`src/rtl/odd_parity_pkg.sv`:
```
// Shared definitions for the odd-parity checker scheduler.
//   state_t : checker FSM states
//   WORD_W  : width of one requester word (4 data bits + odd parity bit)
//   NREQ    : number of requesters
//   ID_W    : width of a requester index
package odd_parity_pkg;

    localparam int WORD_W = 5;
    localparam int NREQ   = 4;
    localparam int ID_W   = 2;

    typedef enum logic [1:0] {
        IDLE,
        CHECK,
        REPORT
    } state_t;

endpackage

```
`src/rtl/odd_parity_sched_if.sv`:
```
// Requester/result bus of odd_parity_sched.
//   req       : per-requester level request
//   word      : packed requester words, requester i at [5i+4:5i]
//   err_clr   : synchronous clear of the error counter
//   ack       : one-hot result acknowledge pulse
//   grant     : one-hot current owner of the checker
//   busy      : checker not idle
//   res_valid : result strobe, with res_err / res_id
//   err_cnt   : saturating count of reported parity errors
interface odd_parity_sched_if #(
    parameter int CNT_W = 8
);
    import odd_parity_pkg::*;

    logic [NREQ-1:0]        req;
    logic [NREQ*WORD_W-1:0] word;
    logic                   err_clr;
    logic [NREQ-1:0]        ack;
    logic [NREQ-1:0]        grant;
    logic                   busy;
    logic                   res_valid;
    logic                   res_err;
    logic [ID_W-1:0]        res_id;
    logic [CNT_W-1:0]       err_cnt;

    modport master (
        output req, word, err_clr,
        input  ack, grant, busy, res_valid, res_err, res_id, err_cnt
    );

    modport slave (
        input  req, word, err_clr,
        output ack, grant, busy, res_valid, res_err, res_id, err_cnt
    );

endinterface

```
`src/rtl/odd_parity_check.sv`:
```
// Combinational odd-parity evaluator.
//   din : captured 5-bit word (data nibble + parity bit)
//   err : high when the number of ones in din is even
module odd_parity_check
    import odd_parity_pkg::*;
(
    input  logic [WORD_W-1:0] din,
    output logic              err
);

    assign err = ~(^din);

endmodule

```
`src/rtl/odd_parity_sched.sv`:
```
// Round-robin scheduler sharing one odd-parity checker among four requesters.
//   clk, rst_n : clock, asynchronous active-low reset
//   bus        : slave side of odd_parity_sched_if (requests/words in,
//                grant/ack/result/error count out)
// Each transaction takes IDLE -> CHECK -> REPORT; the result is presented
// for one cycle in REPORT and the pointer then moves past the winner.
module odd_parity_sched
    import odd_parity_pkg::*;
#(
    parameter int CNT_W = 8
) (
    input  logic               clk,
    input  logic               rst_n,
    odd_parity_sched_if.slave  bus
);

    state_t            state_q, state_d;
    logic [ID_W-1:0]   ptr_q,   ptr_d;
    logic [ID_W-1:0]   win_q,   win_d;
    logic [NREQ-1:0]   grant_q, grant_d;
    logic [WORD_W-1:0] word_q,  word_d;
    logic              err_q,   err_d;
    logic [CNT_W-1:0]  cnt_q,   cnt_d;

    logic              par_err;
    logic [ID_W-1:0]   pick;

    // First requester found scanning ptr, ptr+1, ... (mod NREQ). Scanning
    // from the far end downward lets the nearest hit overwrite the others.
    function automatic logic [ID_W-1:0] rr_pick(input logic [NREQ-1:0] r,
                                                input logic [ID_W-1:0] p);
        logic [ID_W-1:0] idx;
        logic [ID_W-1:0] win;
        win = p;
        for (int unsigned k = NREQ; k > 0; k--) begin
            idx = p + ID_W'(k - 1);
            if (r[idx]) win = idx;
        end
        return win;
    endfunction

    assign pick = rr_pick(bus.req, ptr_q);

    odd_parity_check u_check (
        .din (word_q),
        .err (par_err)
    );

    always_comb begin
        state_d = state_q;
        ptr_d   = ptr_q;
        win_d   = win_q;
        grant_d = grant_q;
        word_d  = word_q;
        err_d   = err_q;
        cnt_d   = cnt_q;
        case (state_q)
            IDLE: begin
                if (|bus.req) begin
                    win_d   = pick;
                    grant_d = NREQ'(1) << pick;
                    word_d  = bus.word[WORD_W*int'(pick) +: WORD_W];
                    state_d = CHECK;
                end
            end
            CHECK: begin
                err_d   = par_err;
                state_d = REPORT;
            end
            REPORT: begin
                ptr_d   = win_q + ID_W'(1);
                grant_d = '0;
                state_d = IDLE;
                if (err_q && (cnt_q != '1)) cnt_d = cnt_q + CNT_W'(1);
            end
            default: begin
                grant_d = '0;
                state_d = IDLE;
            end
        endcase
        if (bus.err_clr) cnt_d = '0;
    end

    always_ff @(posedge clk or negedge rst_n) begin
        if (!rst_n) begin
            state_q <= IDLE;
            ptr_q   <= '0;
            win_q   <= '0;
            grant_q <= '0;
            word_q  <= '0;
            err_q   <= 1'b0;
            cnt_q   <= '0;
        end else begin
            state_q <= state_d;
            ptr_q   <= ptr_d;
            win_q   <= win_d;
            grant_q <= grant_d;
            word_q  <= word_d;
            err_q   <= err_d;
            cnt_q   <= cnt_d;
        end
    end

    // Result outputs are qualified by REPORT so they read zero elsewhere.
    assign bus.grant     = grant_q;
    assign bus.busy      = (state_q != IDLE);
    assign bus.res_valid = (state_q == REPORT);
    assign bus.res_err   = (state_q == REPORT) && err_q;
    assign bus.res_id    = (state_q == REPORT) ? win_q : '0;
    assign bus.ack       = (state_q == REPORT) ? grant_q : '0;
    assign bus.err_cnt   = cnt_q;

endmodule

```
`src/flat_wrapper.sv`:
```
// flat-port wrapper written by rule: the top's interface ports become plain ports
module odd_parity_sched_flat import odd_parity_pkg::*;
#(
    parameter int CNT_W = 8
)
  (clk, rst_n, bus_req, bus_word, bus_err_clr, bus_ack, bus_grant, bus_busy, bus_res_valid, bus_res_err, bus_res_id, bus_err_cnt);
  odd_parity_sched_if #(.CNT_W(CNT_W)) bus_i ();
  input  logic clk;
  input  logic rst_n;
  input wire logic [$bits(bus_i.req)-1:0] bus_req;
  input wire logic [$bits(bus_i.word)-1:0] bus_word;
  input wire logic [$bits(bus_i.err_clr)-1:0] bus_err_clr;
  output wire logic [$bits(bus_i.ack)-1:0] bus_ack;
  output wire logic [$bits(bus_i.grant)-1:0] bus_grant;
  output wire logic [$bits(bus_i.busy)-1:0] bus_busy;
  output wire logic [$bits(bus_i.res_valid)-1:0] bus_res_valid;
  output wire logic [$bits(bus_i.res_err)-1:0] bus_res_err;
  output wire logic [$bits(bus_i.res_id)-1:0] bus_res_id;
  output wire logic [$bits(bus_i.err_cnt)-1:0] bus_err_cnt;
  assign bus_i.req = bus_req;
  assign bus_i.word = bus_word;
  assign bus_i.err_clr = bus_err_clr;
  assign bus_ack = bus_i.ack;
  assign bus_grant = bus_i.grant;
  assign bus_busy = bus_i.busy;
  assign bus_res_valid = bus_i.res_valid;
  assign bus_res_err = bus_i.res_err;
  assign bus_res_id = bus_i.res_id;
  assign bus_err_cnt = bus_i.err_cnt;
  odd_parity_sched #(.CNT_W(CNT_W)) u_core (.clk(clk), .rst_n(rst_n), .bus(bus_i));
endmodule
```
`config.mk`:
```
export PLATFORM = sky130hd
export DESIGN_NAME = odd_parity_sched_flat
export DESIGN_NICKNAME = d
export VERILOG_FILES = /design/src/rtl/odd_parity_pkg.sv /design/src/rtl/odd_parity_sched_if.sv /design/src/rtl/odd_parity_check.sv /design/src/rtl/odd_parity_sched.sv /design/src/flat_wrapper.sv
export SDC_FILE = /design/constraint.sdc
export NUM_CORES = 1
export LEC_CHECK = 0
export ABC_AREA = 1
export ABC_CLOCK_PERIOD_IN_PS = 2200
export CORE_ASPECT_RATIO = 0.8
export CORE_UTILIZATION = 46
export DETAILED_ROUTE_END_ITERATION = 10
export GPL_TIMING_DRIVEN = 1
export PLACE_DENSITY = 0.75
export SLEW_MARGIN = 20
export SYNTH_ARGS = -nofsm -noshare
export SYNTH_HDL_FRONTEND = slang
export SYNTH_SLANG_ARGS = --single-unit
```
`constraint.sdc`:
```
create_clock -name clk -period 2.2 [get_ports clk]
set_clock_uncertainty 0.1 [all_clocks]
set_input_delay 0.33 -clock clk [delete_from_list [all_inputs] [get_ports clk]]
set_output_delay 0.33 -clock clk [all_outputs]
set_load 0.005 [all_outputs]
```
==> impl_metrics.tcl <==
set metrics [dict create \
    cts.clk_slew.worst_paths_ps 90 \
    outcome "finished clean" \
    final_cell_area_sq_um 2140 \
    fin_crit_ps 2030 \
    worst_path_max_delay_cell "clkdlybuf4s50_1" \
    hpwlAfterDp_um 2790 \
    start_util 0.487 \
    synthAdderAreaFrac 0.00821 \
    overflow 0 \
    reg2regPathDepth 14 \
    r2r_slack_ps 290 \
    critPathTopFamily "buffers and inverters" \
    tns_ps 0 \
    wl_um 3530 \
    drv_cap 0 \
    fin_crit_sh 0.922 \
    cts_root_buf "clkbuf_8" \
    seq_area_frac_synth 0.394 \
    avgSynthCellArea_sq_um 7.26 \
    worstReg2RegStart "u_core.ptr_q[0]" \
    ant_nets 0 \
    path_buf_inv 2 \
    slowest_delay_ps 520 \
    stdcell_count 302 \
    area_growth_pct 40.2 \
    path_common_cell "nor2_2" \
    grt_max_degree 25 \
    num-nets-final 291 \
    fp.dieArea_sq_um 3550 \
    hold_class "in -> async" \
    power.leakage_nw 1.02 \
    cts_buffer_depth 2 \
    hold_ws_ps 310 \
    cp_data_arrival_time_ps 1600 \
    ff_latch_area_sq_um 602 \
    placedInstanceArea_sq_um 2060 \
    synth_compound_area_frac 0.0796 \
    worstPathRequired_ps 1770 \
    multi_input_area_sq_um 761 \
    first_pass_iters 4 \
    antennaDiodeCount 0 \
    rows 18 \
    worstPathMaxFanout 9 \
    powerDensity_nw_per_um2 1310 \
    maxSlewHeadroom 0.734 \
    detail_route.vias_per_cell 4.97 \
    synth_edf_count 0 \
    finalHoldViolations 0 \
    rsz0062_at_grt "no" \
    cts_tree "built" \
    hold_buffers 0 \
    grt_pass1_wl_um 5920 \
    postSynthCellCount 210 \
    max_freq_mhz 493 \
    path_cells "nor2_2 > inv_2 > nor2_2 > clkdlybuf4s50_1" \
    clk_latency_ps 270 \
    yosys-mux-area-fraction 0 \
    crit_path_start_kind "flip-flop" \
    fill_cells 262 \
    ys_ff_latch 24 \
    netlist_area_sq_um 1520 \
    drt_iter0_drc 113 \
    wl_per_cell_um 11.7 \
    setup_ws_ps 172 \
    reg2reg_to "u_core.word_q[1]" \
    die_y_um 53.5 \
    first_global_vias 1316 \
    synth-simple-area-share 0.379 \
    slew_violations 0 \
    drive_gt1_frac 0.126 \
    finalSetupViolations 0 \
    cts.sinks 24 \
    gp_congestion 0.843 \
    synthXorXnorAreaFrac 0.0287 \
    pre_cts_slack_ps 8.88 \
    top_level_ports 48 \
    path_class "reg -> out" \
    yosys_warnings 0 \
    finalPower_mw 2.79 \
    dp.cells 298 \
    synth_nets 238 \
    num_vias 1500 \
    portBuffers 47 \
    antenna_found_initial 0 \
    fin_util 0.683 \
    ir_drop_mv 0.680 \
    cts_buffers 3 \
    synth_cell_types 29 \
    grt_use_total 0.228 \
    htree_levels 1 \
    ys.flop_type "dfrtp_1" \
    drc 0 \
    crit_path_end_kind "primary output" \
    core_area_sq_um 3130 \
    async_reset_ff_frac 1.00 \
    die_x_um 66.4 \
    synth_top_family_by_area "simple AND/OR/NAND/NOR gates" \
    tightest_slew_ps 399 \
]
==> synth_stat cells, types with 2 or more instances <==
cell | number | share of area
nor2_1 | 15 | 0.037
inv_1 | 26 | 0.064
nand3_2 | 2 | 0.013
inv_2 | 3 | 0.0074
nand2_1 | 54 | 0.13
o21ai_0 | 7 | 0.023
dfrtp_1 | 24 | 0.39
nor2_2 | 2 | 0.0082
a21oi_1 | 5 | 0.016
xor2_1 | 3 | 0.017
nand3_1 | 36 | 0.12
nand2_2 | 10 | 0.041
o22ai_1 | 4 | 0.016
buf_6 | 3 | 0.022
xnor2_1 | 2 | 0.011
==> cell usage in the layout, fill, tap and decap left out, types with 2 or more instances in the layout <==
| cell type | n |
|---|---|
| nand2_1 | 54 |
| clkdlybuf4s50_1 | 47 |
| nand3_1 | 36 |
| inv_1 | 26 |
| dfrtp_1 | 23 |
| nor2_1 | 13 |
| nand2_2 | 10 |
| o21ai_0 | 7 |
| a21oi_1 | 5 |
| nor2_2 | 4 |
| o22ai_1 | 4 |
| inv_2 | 3 |
| xor2_1 | 3 |
| clkbuf_8 | 3 |
| buf_4 | 3 |
| nand3_2 | 2 |
| xnor2_1 | 2 |
| buf_12 | 2 |
==> power by group <==
part	internal, mW	switching [mW]	leakage [nW]
Clock	0.243	0.141	0.0357
Combinational	0.729	0.952	0.677
Sequential	0.592	0.135	0.309
==> worst max path at each step <==
stage,startpoint,end,cells past startpoint
after detailed placement,bus_req[1],u_core.word_q[1],14
after global placement,bus_req[1],u_core.word_q[1],14
after global routing,u_core.state_q[0],bus_res_id[1],4
after floorplan,u_core.ptr_q[0],u_core.word_q[1],16
final,u_core.state_q[0],bus_res_id[1],4
after CTS,u_core.state_q[0],bus_res_id[0],4
==> what timing repair did <==
item	in CTS	in global routing
setup buffers	0	0
endpoints found under the setup margin	0	5
gates resized for setup	0	3
==> metal layers <==
layer	vias to the layer above	part of all wire	global-route usage	wire, um
li1	779	-	-	-
met1	664	0.52	0.339	1850
met2	53	0.40	0.321	1430
met3	4	0.059	0.0517	207
met4	0	0.011	0.0709	40
met5	-	0	0	0
==> kinds of logic (layout without fill, tap and decap cells) <==
kind of cell               after synthesis  in the layout
buffers and inverters                   34             86
DFF                                     24             24
adders and majority gates                1              1
and+or+nand+nor                        125            125
AOI/OAI and AO/OA                       21             21
xor gates and xnor gates                 5              5
==> state kept, by name, indices dropped and copies added, names as in the netlist <==
register,cells
u_core.word_q,5
u_core.win_q,2
u_core.bus.err_cnt,8
u_core.ptr_q,2
u_core.state_q,2
u_core.bus.grant,4
u_core.err_q,1
==> layout make-up <==
cell class	instances	area share
inverter	30	0.0562
timing repair buffer	52	0.249
clock buffer	3	0.0193
tap	40	0.0234
multi-input combinational	152	0.356
clock inverter	1	0.0141
sequential	24	0.282
(Power assumes the default switching activity.)
